--- config.mk ---
export PLATFORM = sky130hd
export DESIGN_NAME = nanov_digit_alu_flat
export DESIGN_NICKNAME = d
export VERILOG_FILES = /design/src/rtl/nanov_digit_alu_if.sv /design/src/rtl/nanov_digit_alu.sv /design/src/flat_wrapper.sv
export SDC_FILE = /design/constraint.sdc
export NUM_CORES = 1
export LEC_CHECK = 0
export CELL_PAD_IN_SITES_DETAIL_PLACEMENT = 0
export CELL_PAD_IN_SITES_GLOBAL_PLACEMENT = 1
export CORE_ASPECT_RATIO = 1.1
export CORE_MARGIN = 2
export CORE_UTILIZATION = 38
export DETAILED_ROUTE_END_ITERATION = 7
export PLACE_DENSITY_LB_ADDON = 0.1
export SYNTH_ARGS = -nofsm -noshare
export SYNTH_HDL_FRONTEND = slang
export SYNTH_SLANG_ARGS = --single-unit
--- constraint.sdc ---
create_clock -name clk -period 2.85 [get_ports clk]
set_input_delay 0.57 -clock clk [delete_from_list [all_inputs] [get_ports clk]]
set_output_delay 0.57 -clock clk [all_outputs]
set_load 0.02 [all_outputs]
--- src/rtl/nanov_digit_alu_if.sv ---
// Operand/result bundle between the nanoV core and the digit-serial ALU.
// eq_out exists only when NANOV_ALU_EQ_EN is defined.
interface nanov_digit_alu_if #(
    parameter int XLEN    = 32,
    parameter int DIGIT_W = 4
);
    localparam int NDIG  = XLEN / DIGIT_W;
    localparam int IDX_W = (NDIG > 1) ? $clog2(NDIG) : 1;

    logic               start;
    logic [3:0]         op;
    logic [DIGIT_W-1:0] a;
    logic [DIGIT_W-1:0] b;
    logic               busy;
    logic               d_valid;
    logic [DIGIT_W-1:0] d;
    logic [IDX_W-1:0]   digit_idx;
    logic               done;
    logic               cmp_out;
    logic               cy_out;
`ifdef NANOV_ALU_EQ_EN
    logic               eq_out;
`endif

    modport master (
        output start, op, a, b,
`ifdef NANOV_ALU_EQ_EN
        input  eq_out,
`endif
        input  busy, d_valid, d, digit_idx, done, cmp_out, cy_out
    );

    modport slave (
        input  start, op, a, b,
`ifdef NANOV_ALU_EQ_EN
        output eq_out,
`endif
        output busy, d_valid, d, digit_idx, done, cmp_out, cy_out
    );
endinterface

--- src/rtl/nanov_digit_alu.sv ---
// Digit-serial ALU: XLEN-bit op, DIGIT_W bits per cycle, LSB digit first.
// Optional equality output enabled by NANOV_ALU_EQ_EN.
module nanov_digit_alu #(
    parameter int XLEN    = 32,
    parameter int DIGIT_W = 4
) (
    input  logic                clk,
    input  logic                rst,
    nanov_digit_alu_if.slave    bus
);
    localparam int NDIG  = XLEN / DIGIT_W;
    localparam int IDX_W = (NDIG > 1) ? $clog2(NDIG) : 1;

    // state | meaning
    // IDLE  | waiting for start; digit 0 is consumed in the start cycle
    // RUN   | consuming digits 1..NDIG-1 on consecutive cycles
    typedef enum logic {S_IDLE, S_RUN} state_t;

    state_t             r_state, w_state_nxt;
    logic [IDX_W-1:0]   r_cnt, w_cnt_nxt;
    logic               r_carry, w_carry_nxt;
    logic [3:0]         r_op, w_op_nxt;
    logic               r_busy, w_busy_nxt;
    logic               r_d_valid, w_d_valid_nxt;
    logic [DIGIT_W-1:0] r_d, w_d_nxt;
    logic [IDX_W-1:0]   r_idx, w_idx_nxt;
    logic               r_done, w_done_nxt;
    logic               r_cmp, w_cmp_nxt;
    logic               r_cy, w_cy_nxt;

    logic               w_accept, w_consume, w_inv, w_cin, w_last;
    logic [3:0]         w_op;
    logic [DIGIT_W-1:0] w_b, w_res;
    logic [DIGIT_W:0]   w_sum;
    logic [IDX_W-1:0]   w_idx;

`ifdef NANOV_ALU_EQ_EN
    logic r_eq_acc, w_eq_acc_nxt;
    logic r_eq, w_eq_nxt;
    logic w_dig_eq;
`endif

    always_comb begin
        w_accept  = (r_state == S_IDLE) && bus.start;
        w_consume = w_accept || (r_state == S_RUN);
        w_op      = w_accept ? bus.op : r_op;
        w_inv     = w_op[1] | w_op[3];
        w_cin     = w_accept ? w_inv : r_carry;
        w_b       = w_inv ? ~bus.b : bus.b;
        w_sum     = {1'b0, bus.a} + {1'b0, w_b} + {{DIGIT_W{1'b0}}, w_cin};
        w_idx     = w_accept ? '0 : r_cnt;
        w_last    = w_consume && (w_idx == IDX_W'(NDIG - 1));

        case (w_op[2:0])
            3'b000:  w_res = w_sum[DIGIT_W-1:0];
            3'b111:  w_res = bus.a & bus.b;
            3'b110:  w_res = bus.a | bus.b;
            3'b100:  w_res = bus.a ^ bus.b;
            default: w_res = '0;
        endcase

        w_state_nxt = r_state;
        w_cnt_nxt   = r_cnt;
        w_carry_nxt = r_carry;
        w_op_nxt    = r_op;
        w_cmp_nxt   = r_cmp;
        w_cy_nxt    = r_cy;

        if (w_accept) begin
            w_op_nxt  = bus.op;
            w_cnt_nxt = IDX_W'(1);
            if (NDIG > 1)
                w_state_nxt = S_RUN;
        end else if (r_state == S_RUN) begin
            if (w_last) begin
                w_state_nxt = S_IDLE;
                w_cnt_nxt   = '0;
            end else begin
                w_cnt_nxt = r_cnt + IDX_W'(1);
            end
        end

        if (w_consume)
            w_carry_nxt = w_sum[DIGIT_W];

        // Signed less-than is N^V, which collapses to a^b'^carry_out at the MSB.
        if (w_last) begin
            w_cy_nxt = w_sum[DIGIT_W];
            case (w_op[2:0])
                3'b010:  w_cmp_nxt = bus.a[DIGIT_W-1] ^ w_b[DIGIT_W-1] ^ w_sum[DIGIT_W];
                3'b011:  w_cmp_nxt = ~w_sum[DIGIT_W];
                default: w_cmp_nxt = 1'b0;
            endcase
        end

        w_busy_nxt    = (w_state_nxt == S_RUN);
        w_d_valid_nxt = w_consume;
        w_d_nxt       = w_consume ? w_res : '0;
        w_idx_nxt     = w_consume ? w_idx : '0;
        w_done_nxt    = w_last;

`ifdef NANOV_ALU_EQ_EN
        w_dig_eq     = (bus.a == bus.b);
        w_eq_acc_nxt = r_eq_acc;
        w_eq_nxt     = r_eq;
        if (w_accept)
            w_eq_acc_nxt = w_dig_eq;
        else if (r_state == S_RUN)
            w_eq_acc_nxt = r_eq_acc & w_dig_eq;
        if (w_last)
            w_eq_nxt = (w_accept ? 1'b1 : r_eq_acc) & w_dig_eq;
`endif
    end

    always_ff @(posedge clk or posedge rst) begin
        if (rst) begin
            r_state   <= S_IDLE;
            r_cnt     <= '0;
            r_carry   <= 1'b0;
            r_op      <= '0;
            r_busy    <= 1'b0;
            r_d_valid <= 1'b0;
            r_d       <= '0;
            r_idx     <= '0;
            r_done    <= 1'b0;
            r_cmp     <= 1'b0;
            r_cy      <= 1'b0;
`ifdef NANOV_ALU_EQ_EN
            r_eq_acc  <= 1'b0;
            r_eq      <= 1'b0;
`endif
        end else begin
            r_state   <= w_state_nxt;
            r_cnt     <= w_cnt_nxt;
            r_carry   <= w_carry_nxt;
            r_op      <= w_op_nxt;
            r_busy    <= w_busy_nxt;
            r_d_valid <= w_d_valid_nxt;
            r_d       <= w_d_nxt;
            r_idx     <= w_idx_nxt;
            r_done    <= w_done_nxt;
            r_cmp     <= w_cmp_nxt;
            r_cy      <= w_cy_nxt;
`ifdef NANOV_ALU_EQ_EN
            r_eq_acc  <= w_eq_acc_nxt;
            r_eq      <= w_eq_nxt;
`endif
        end
    end

    assign bus.busy      = r_busy;
    assign bus.d_valid   = r_d_valid;
    assign bus.d         = r_d;
    assign bus.digit_idx = r_idx;
    assign bus.done      = r_done;
    assign bus.cmp_out   = r_cmp;
    assign bus.cy_out    = r_cy;
`ifdef NANOV_ALU_EQ_EN
    assign bus.eq_out    = r_eq;
`endif
endmodule

--- src/flat_wrapper.sv ---
// flat-port wrapper written by rule: the top's interface ports become plain ports
module nanov_digit_alu_flat 
#(
    parameter int XLEN    = 32,
    parameter int DIGIT_W = 4
)
  (clk, rst, bus_start, bus_op, bus_a, bus_b, bus_busy, bus_d_valid, bus_d, bus_digit_idx, bus_done, bus_cmp_out, bus_cy_out);
  nanov_digit_alu_if #(.XLEN(XLEN), .DIGIT_W(DIGIT_W)) bus_i ();
  input  logic clk;
  input  logic rst;
  input wire logic [$bits(bus_i.start)-1:0] bus_start;
  input wire logic [$bits(bus_i.op)-1:0] bus_op;
  input wire logic [$bits(bus_i.a)-1:0] bus_a;
  input wire logic [$bits(bus_i.b)-1:0] bus_b;
  output wire logic [$bits(bus_i.busy)-1:0] bus_busy;
  output wire logic [$bits(bus_i.d_valid)-1:0] bus_d_valid;
  output wire logic [$bits(bus_i.d)-1:0] bus_d;
  output wire logic [$bits(bus_i.digit_idx)-1:0] bus_digit_idx;
  output wire logic [$bits(bus_i.done)-1:0] bus_done;
  output wire logic [$bits(bus_i.cmp_out)-1:0] bus_cmp_out;
  output wire logic [$bits(bus_i.cy_out)-1:0] bus_cy_out;
  assign bus_i.start = bus_start;
  assign bus_i.op = bus_op;
  assign bus_i.a = bus_a;
  assign bus_i.b = bus_b;
  assign bus_busy = bus_i.busy;
  assign bus_d_valid = bus_i.d_valid;
  assign bus_d = bus_i.d;
  assign bus_digit_idx = bus_i.digit_idx;
  assign bus_done = bus_i.done;
  assign bus_cmp_out = bus_i.cmp_out;
  assign bus_cy_out = bus_i.cy_out;
  nanov_digit_alu #(.XLEN(XLEN), .DIGIT_W(DIGIT_W)) u_core (.clk(clk), .rst(rst), .bus(bus_i));
endmodule
==> metrics.txt <==
# TYPE chip_impl_metric gauge
chip_impl_info{name="status",value="completed"} 1
chip_impl_metric{name="die_h",unit="um"} 63.0
chip_impl_info{name="start_point_of_the_worst_hold_path",value="u_core.bus.cy_out"} 1
chip_impl_metric{name="placement_rows",unit=""} 21
chip_impl_metric{name="cpPeakStageDelay",unit="ns"} 0.48
chip_impl_metric{name="worst_pin_slew",unit="ns"} 0.808
chip_impl_metric{name="final_period_minus_worst_setup_slack",unit="ns"} 2.60
chip_impl_metric{name="drt_first_iter_violations",unit=""} 13
chip_impl_metric{name="finalCritPeriodShare",unit=""} 0.912
chip_impl_metric{name="synth.net_count",unit=""} 144
chip_impl_info{name="crit_chain",value="clkdlybuf4s50_1 > nand2b_1 > buf_4 > a21oi_2 > xnor2_1 > fa_2 > fa_2 > a21o_1 > a21oi_2 > buf_4 > o21ai_0"} 1
chip_impl_metric{name="floorplan.initialDensity",unit=""} 0.395
chip_impl_metric{name="postRouteWirelength",unit="um"} 2440
chip_impl_metric{name="syn_inst",unit=""} 115
chip_impl_metric{name="worst_setup_skew_after_layout",unit="ns"} 0.0256
chip_impl_metric{name="clk_pin_slew_worst_paths",unit="ns"} 0.14
chip_impl_info{name="path_class",value="in -> reg"} 1
chip_impl_metric{name="ctsLongestPathBuffers",unit=""} 2
chip_impl_metric{name="vias",unit=""} 945
chip_impl_info{name="cts_root_buf",value="sky130_fd_sc_hd__clkbuf_4"} 1
chip_impl_metric{name="totalNegativeSetupSlack",unit="ns"} 0
chip_impl_metric{name="die-area",unit="um2"} 3630
chip_impl_metric{name="cellPowerDensity",unit="nW/um2"} 1110
chip_impl_metric{name="die_w",unit="um"} 57.7
chip_impl_metric{name="worst-path-max-fanout",unit=""} 3
chip_impl_metric{name="placeableCoreArea",unit="um2"} 3050
chip_impl_metric{name="h-tree-depth",unit=""} 1
chip_impl_info{name="rsz0062_at_grt",value="no"} 1
chip_impl_metric{name="drv_cap",unit=""} 0
chip_impl_metric{name="synthToLayoutAreaGrowth",unit="%"} 34.6
chip_impl_metric{name="fin_hold_ws",unit="ns"} 0.503
chip_impl_metric{name="timing.critical_path.arrival",unit="ns"} 2.81
chip_impl_metric{name="final_max_slew_viol_count",unit=""} 0
chip_impl_metric{name="drcViolationCount",unit=""} 0
chip_impl_info{name="slowest_stage",value="sky130_fd_sc_hd__clkdlybuf4s50_1"} 1
chip_impl_info{name="min_path_type",value="reg -> reg"} 1
chip_impl_metric{name="post_cts_hold_buffer_count",unit=""} 0
chip_impl_metric{name="first_global_vias",unit=""} 966
chip_impl_metric{name="cp.required",unit="ns"} 3.07
chip_impl_metric{name="yosysWarningCount",unit=""} 0
chip_impl_metric{name="maxClockFrequency",unit="GHz"} 0.385
chip_impl_metric{name="worst_ir_drop_vdd",unit="uV"} 563
chip_impl_metric{name="cts_made_buffers",unit=""} 3
chip_impl_info{name="critical_path_sink_type",value="flip-flop"} 1
chip_impl_metric{name="ys_async_sr_fraction",unit=""} 1.00
chip_impl_metric{name="gpl.final_weighted_congestion",unit=""} 0.793
chip_impl_info{name="timing.critical_path.from_type",value="primary input"} 1
chip_impl_metric{name="clock-sinks",unit=""} 20
chip_impl_info{name="worstHoldEndpoint",value="u_core.bus.cy_out"} 1
chip_impl_info{name="regToRegStartpoint",value="u_core.r_state"} 1
chip_impl_metric{name="synth.lib_cells_used.distinct",unit=""} 33
chip_impl_metric{name="ys_seq_elements",unit=""} 20
chip_impl_metric{name="syn_area",unit="um2"} 1200
chip_impl_info{name="synth_common_cells",value="20 x sky130_fd_sc_hd__dfrtp_1, 14 x sky130_fd_sc_hd__inv_1, 12 x sky130_fd_sc_hd__ha_1, 11 x sky130_fd_sc_hd__nor2_1, 7 x sky130_fd_sc_hd__and2_1"} 1
chip_impl_metric{name="report.final.setup_viol",unit=""} 0
chip_impl_metric{name="grt_max_degree",unit=""} 21
chip_impl_metric{name="boundaryPins",unit=""} 27
chip_impl_metric{name="routed_wire_length_per_instance",unit="um"} 13.2
chip_impl_metric{name="dp_hpwl",unit="um"} 1960
chip_impl_info{name="synthMostInstantiatedCell",value="sky130_fd_sc_hd__dfrtp_1"} 1
chip_impl_metric{name="routed_via_density",unit=""} 5.11
chip_impl_metric{name="rrSetupSlack",unit="ns"} 0.52
chip_impl_metric{name="synth.yosys.seq_area_share",unit=""} 0.416
chip_impl_metric{name="synth_edf_count",unit=""} 0
chip_impl_info{name="cts_tree",value="built"} 1
chip_impl_metric{name="antenna_found_initial",unit=""} 0
chip_impl_metric{name="global_route.overflow_total",unit=""} 0
chip_impl_metric{name="synthDominantCellAreaShare",unit=""} 0.416
chip_impl_metric{name="final_net_count",unit=""} 181
chip_impl_metric{name="min_path_cells",unit=""} 2
chip_impl_metric{name="antennaDiodeCount",unit=""} 0
chip_impl_metric{name="aggregate_global_route_resource_usage",unit=""} 0.153
chip_impl_metric{name="clock_insertion_delay_worst_skew",unit="ns"} 0.32
chip_impl_metric{name="finalHoldViolations",unit=""} 0
chip_impl_info{name="yosys_most_used_dff",value="sky130_fd_sc_hd__dfrtp_1"} 1
chip_impl_metric{name="max_slew_margin",unit=""} 0.461
chip_impl_info{name="post-synth-top-area-cell",value="sky130_fd_sc_hd__dfrtp_1"} 1
chip_impl_metric{name="io_buffers",unit=""} 26
chip_impl_metric{name="ant_nets",unit=""} 0
chip_impl_metric{name="static-leakage-power",unit="uW"} 0.000765
chip_impl_metric{name="mean_instance_size_in_the_synthesized_netlist",unit="um2"} 10.5
chip_impl_info{name="ys_top_cells_by_area",value="sky130_fd_sc_hd__dfrtp_1 42%, sky130_fd_sc_hd__ha_1 12%, sky130_fd_sc_hd__inv_1 4.4%"} 1
chip_impl_metric{name="worst_r2r_path_depth",unit=""} 10
chip_impl_info{name="rr_endpoint",value="u_core.bus.cy_out"} 1
chip_impl_metric{name="drive_gt1_frac",unit=""} 0.146
chip_impl_metric{name="crit_buf_inv",unit=""} 3
chip_impl_metric{name="drtPass1Iterations",unit=""} 4
chip_impl_metric{name="grt_pass1_wl",unit="um"} 4310
chip_impl_info{name="worst_path_dominant_cell_family",value="buffers and inverters"} 1
-- power by group --
| part | switching (uW) | internal (uW) |
|---|---|---|
| sequential | 73.4 | 417 |
| combinational | 535 | 542 |
| clock | 97.0 | 142 |
-- timing repair --
action,4_1_cts,5_1_grt
setup buffers,0,0
setup endpoints to repair,2,4
resized for setup,1,5
-- state kept, by name, indices dropped and copies added, names as in the netlist --
signal                cells
u_core.bus.digit_idx      3
u_core.r_cnt              3
u_core.r_state            1
u_core.bus.cmp_out        1
u_core.bus.d_valid        1
u_core.r_op               4
u_core.r_carry            1
u_core.bus.cy_out         1
u_core.bus.done           1
u_core.bus.d              4
-- per-stage QoR --
step | setup slack, ns | instances | util | power, uW | cell area, um2
floorplan | 0.0820 | 115 | - | 1190 | 1200
global placement | -0.280 | 181 | 0.509 | 1550 | 1550
detailed placement | -0.369 | 181 | 0.509 | 1550 | 1550
CTS | 0.0222 | 185 | 0.528 | 1810 | 1610
global route | 0.0408 | 185 | 0.532 | 1970 | 1620
finish | 0.252 | 185 | 0.532 | 1810 | 1620
-- cell usage in the layout (no fill, tap or decap), types with 2 or more instances in the layout --
master	netlist	layout
sky130_fd_sc_hd__inv_1	14	14
sky130_fd_sc_hd__and2_1	7	7
sky130_fd_sc_hd__clkbuf_4	0	3
sky130_fd_sc_hd__nand2_1	3	3
sky130_fd_sc_hd__clkdlybuf4s50_1	0	26
sky130_fd_sc_hd__mux2i_1	5	5
sky130_fd_sc_hd__a21oi_1	6	4
sky130_fd_sc_hd__fa_2	0	2
sky130_fd_sc_hd__xor2_1	2	2
sky130_fd_sc_hd__xnor2_1	4	4
sky130_fd_sc_hd__o32ai_1	3	3
sky130_fd_sc_hd__ha_1	12	12
sky130_fd_sc_hd__mux2_2	2	2
sky130_fd_sc_hd__a21o_1	2	2
sky130_fd_sc_hd__dfrtp_1	20	20
sky130_fd_sc_hd__a21oi_2	1	3
sky130_fd_sc_hd__nand3_1	3	3
sky130_fd_sc_hd__nor2_1	11	11
sky130_fd_sc_hd__buf_4	0	8
-- tightest hold or removal path: stages, from the launching register on --
cell and delay, ns:
sky130_fd_sc_hd__dfrtp_1 0.37, sky130_fd_sc_hd__nand2_1 0.04, sky130_fd_sc_hd__o21ai_0 0.06
-- how the worst max path moves through the flow --
stage / startpoint / cells after the start / slack, ns / to
final: bus_start / 11 / 0.25 / u_core.bus.cy_out
after global routing: bus_start / 11 / 0.04 / u_core.bus.cmp_out
after CTS: bus_start / 11 / 0.02 / u_core.bus.cmp_out
after detailed placement: bus_start / 11 / -0.37 / u_core.bus.cmp_out
after global placement: bus_start / 11 / -0.28 / u_core.bus.cy_out
after floorplan: bus_start / 11 / 0.08 / u_core.bus.cmp_out
-- per-layer routing --
metal,global-route usage,up-vias,share of wire
li1,-,463,-
met1,0.175,458,0.45
met2,0.273,20,0.50
met3,0.0248,4,0.032
met4,0.0640,0,0.017
met5,0,-,0
-- cell type report --
| type | instances | area (um2) |
|---|---|---|
| Clock buffer | 3 | 22.5 |
| Clock inverter | 1 | 30.0 |
| Fill cell | 275 | 1430 |
| Inverter | 14 | 52.6 |
| Multi-Input combinational cell | 79 | 652 |
| Sequential cell | 20 | 500 |
| Tap cell | 34 | 42.5 |
| Timing Repair Buffer | 34 | 320 |
-- cells by family (layout without fill, tap and decap cells) --
logic type	count (synthesis)	after routing	share of synthesized area
compound gates	20	20	0.120
fa+ha+maj	14	14	0.158
flops	20	20	0.416
simple gates	31	31	0.133
mux	8	8	0.0728
xor+xnor	6	6	0.0437
buf+inv	16	52	0.0572
Power figures use the tool's default switching activity.
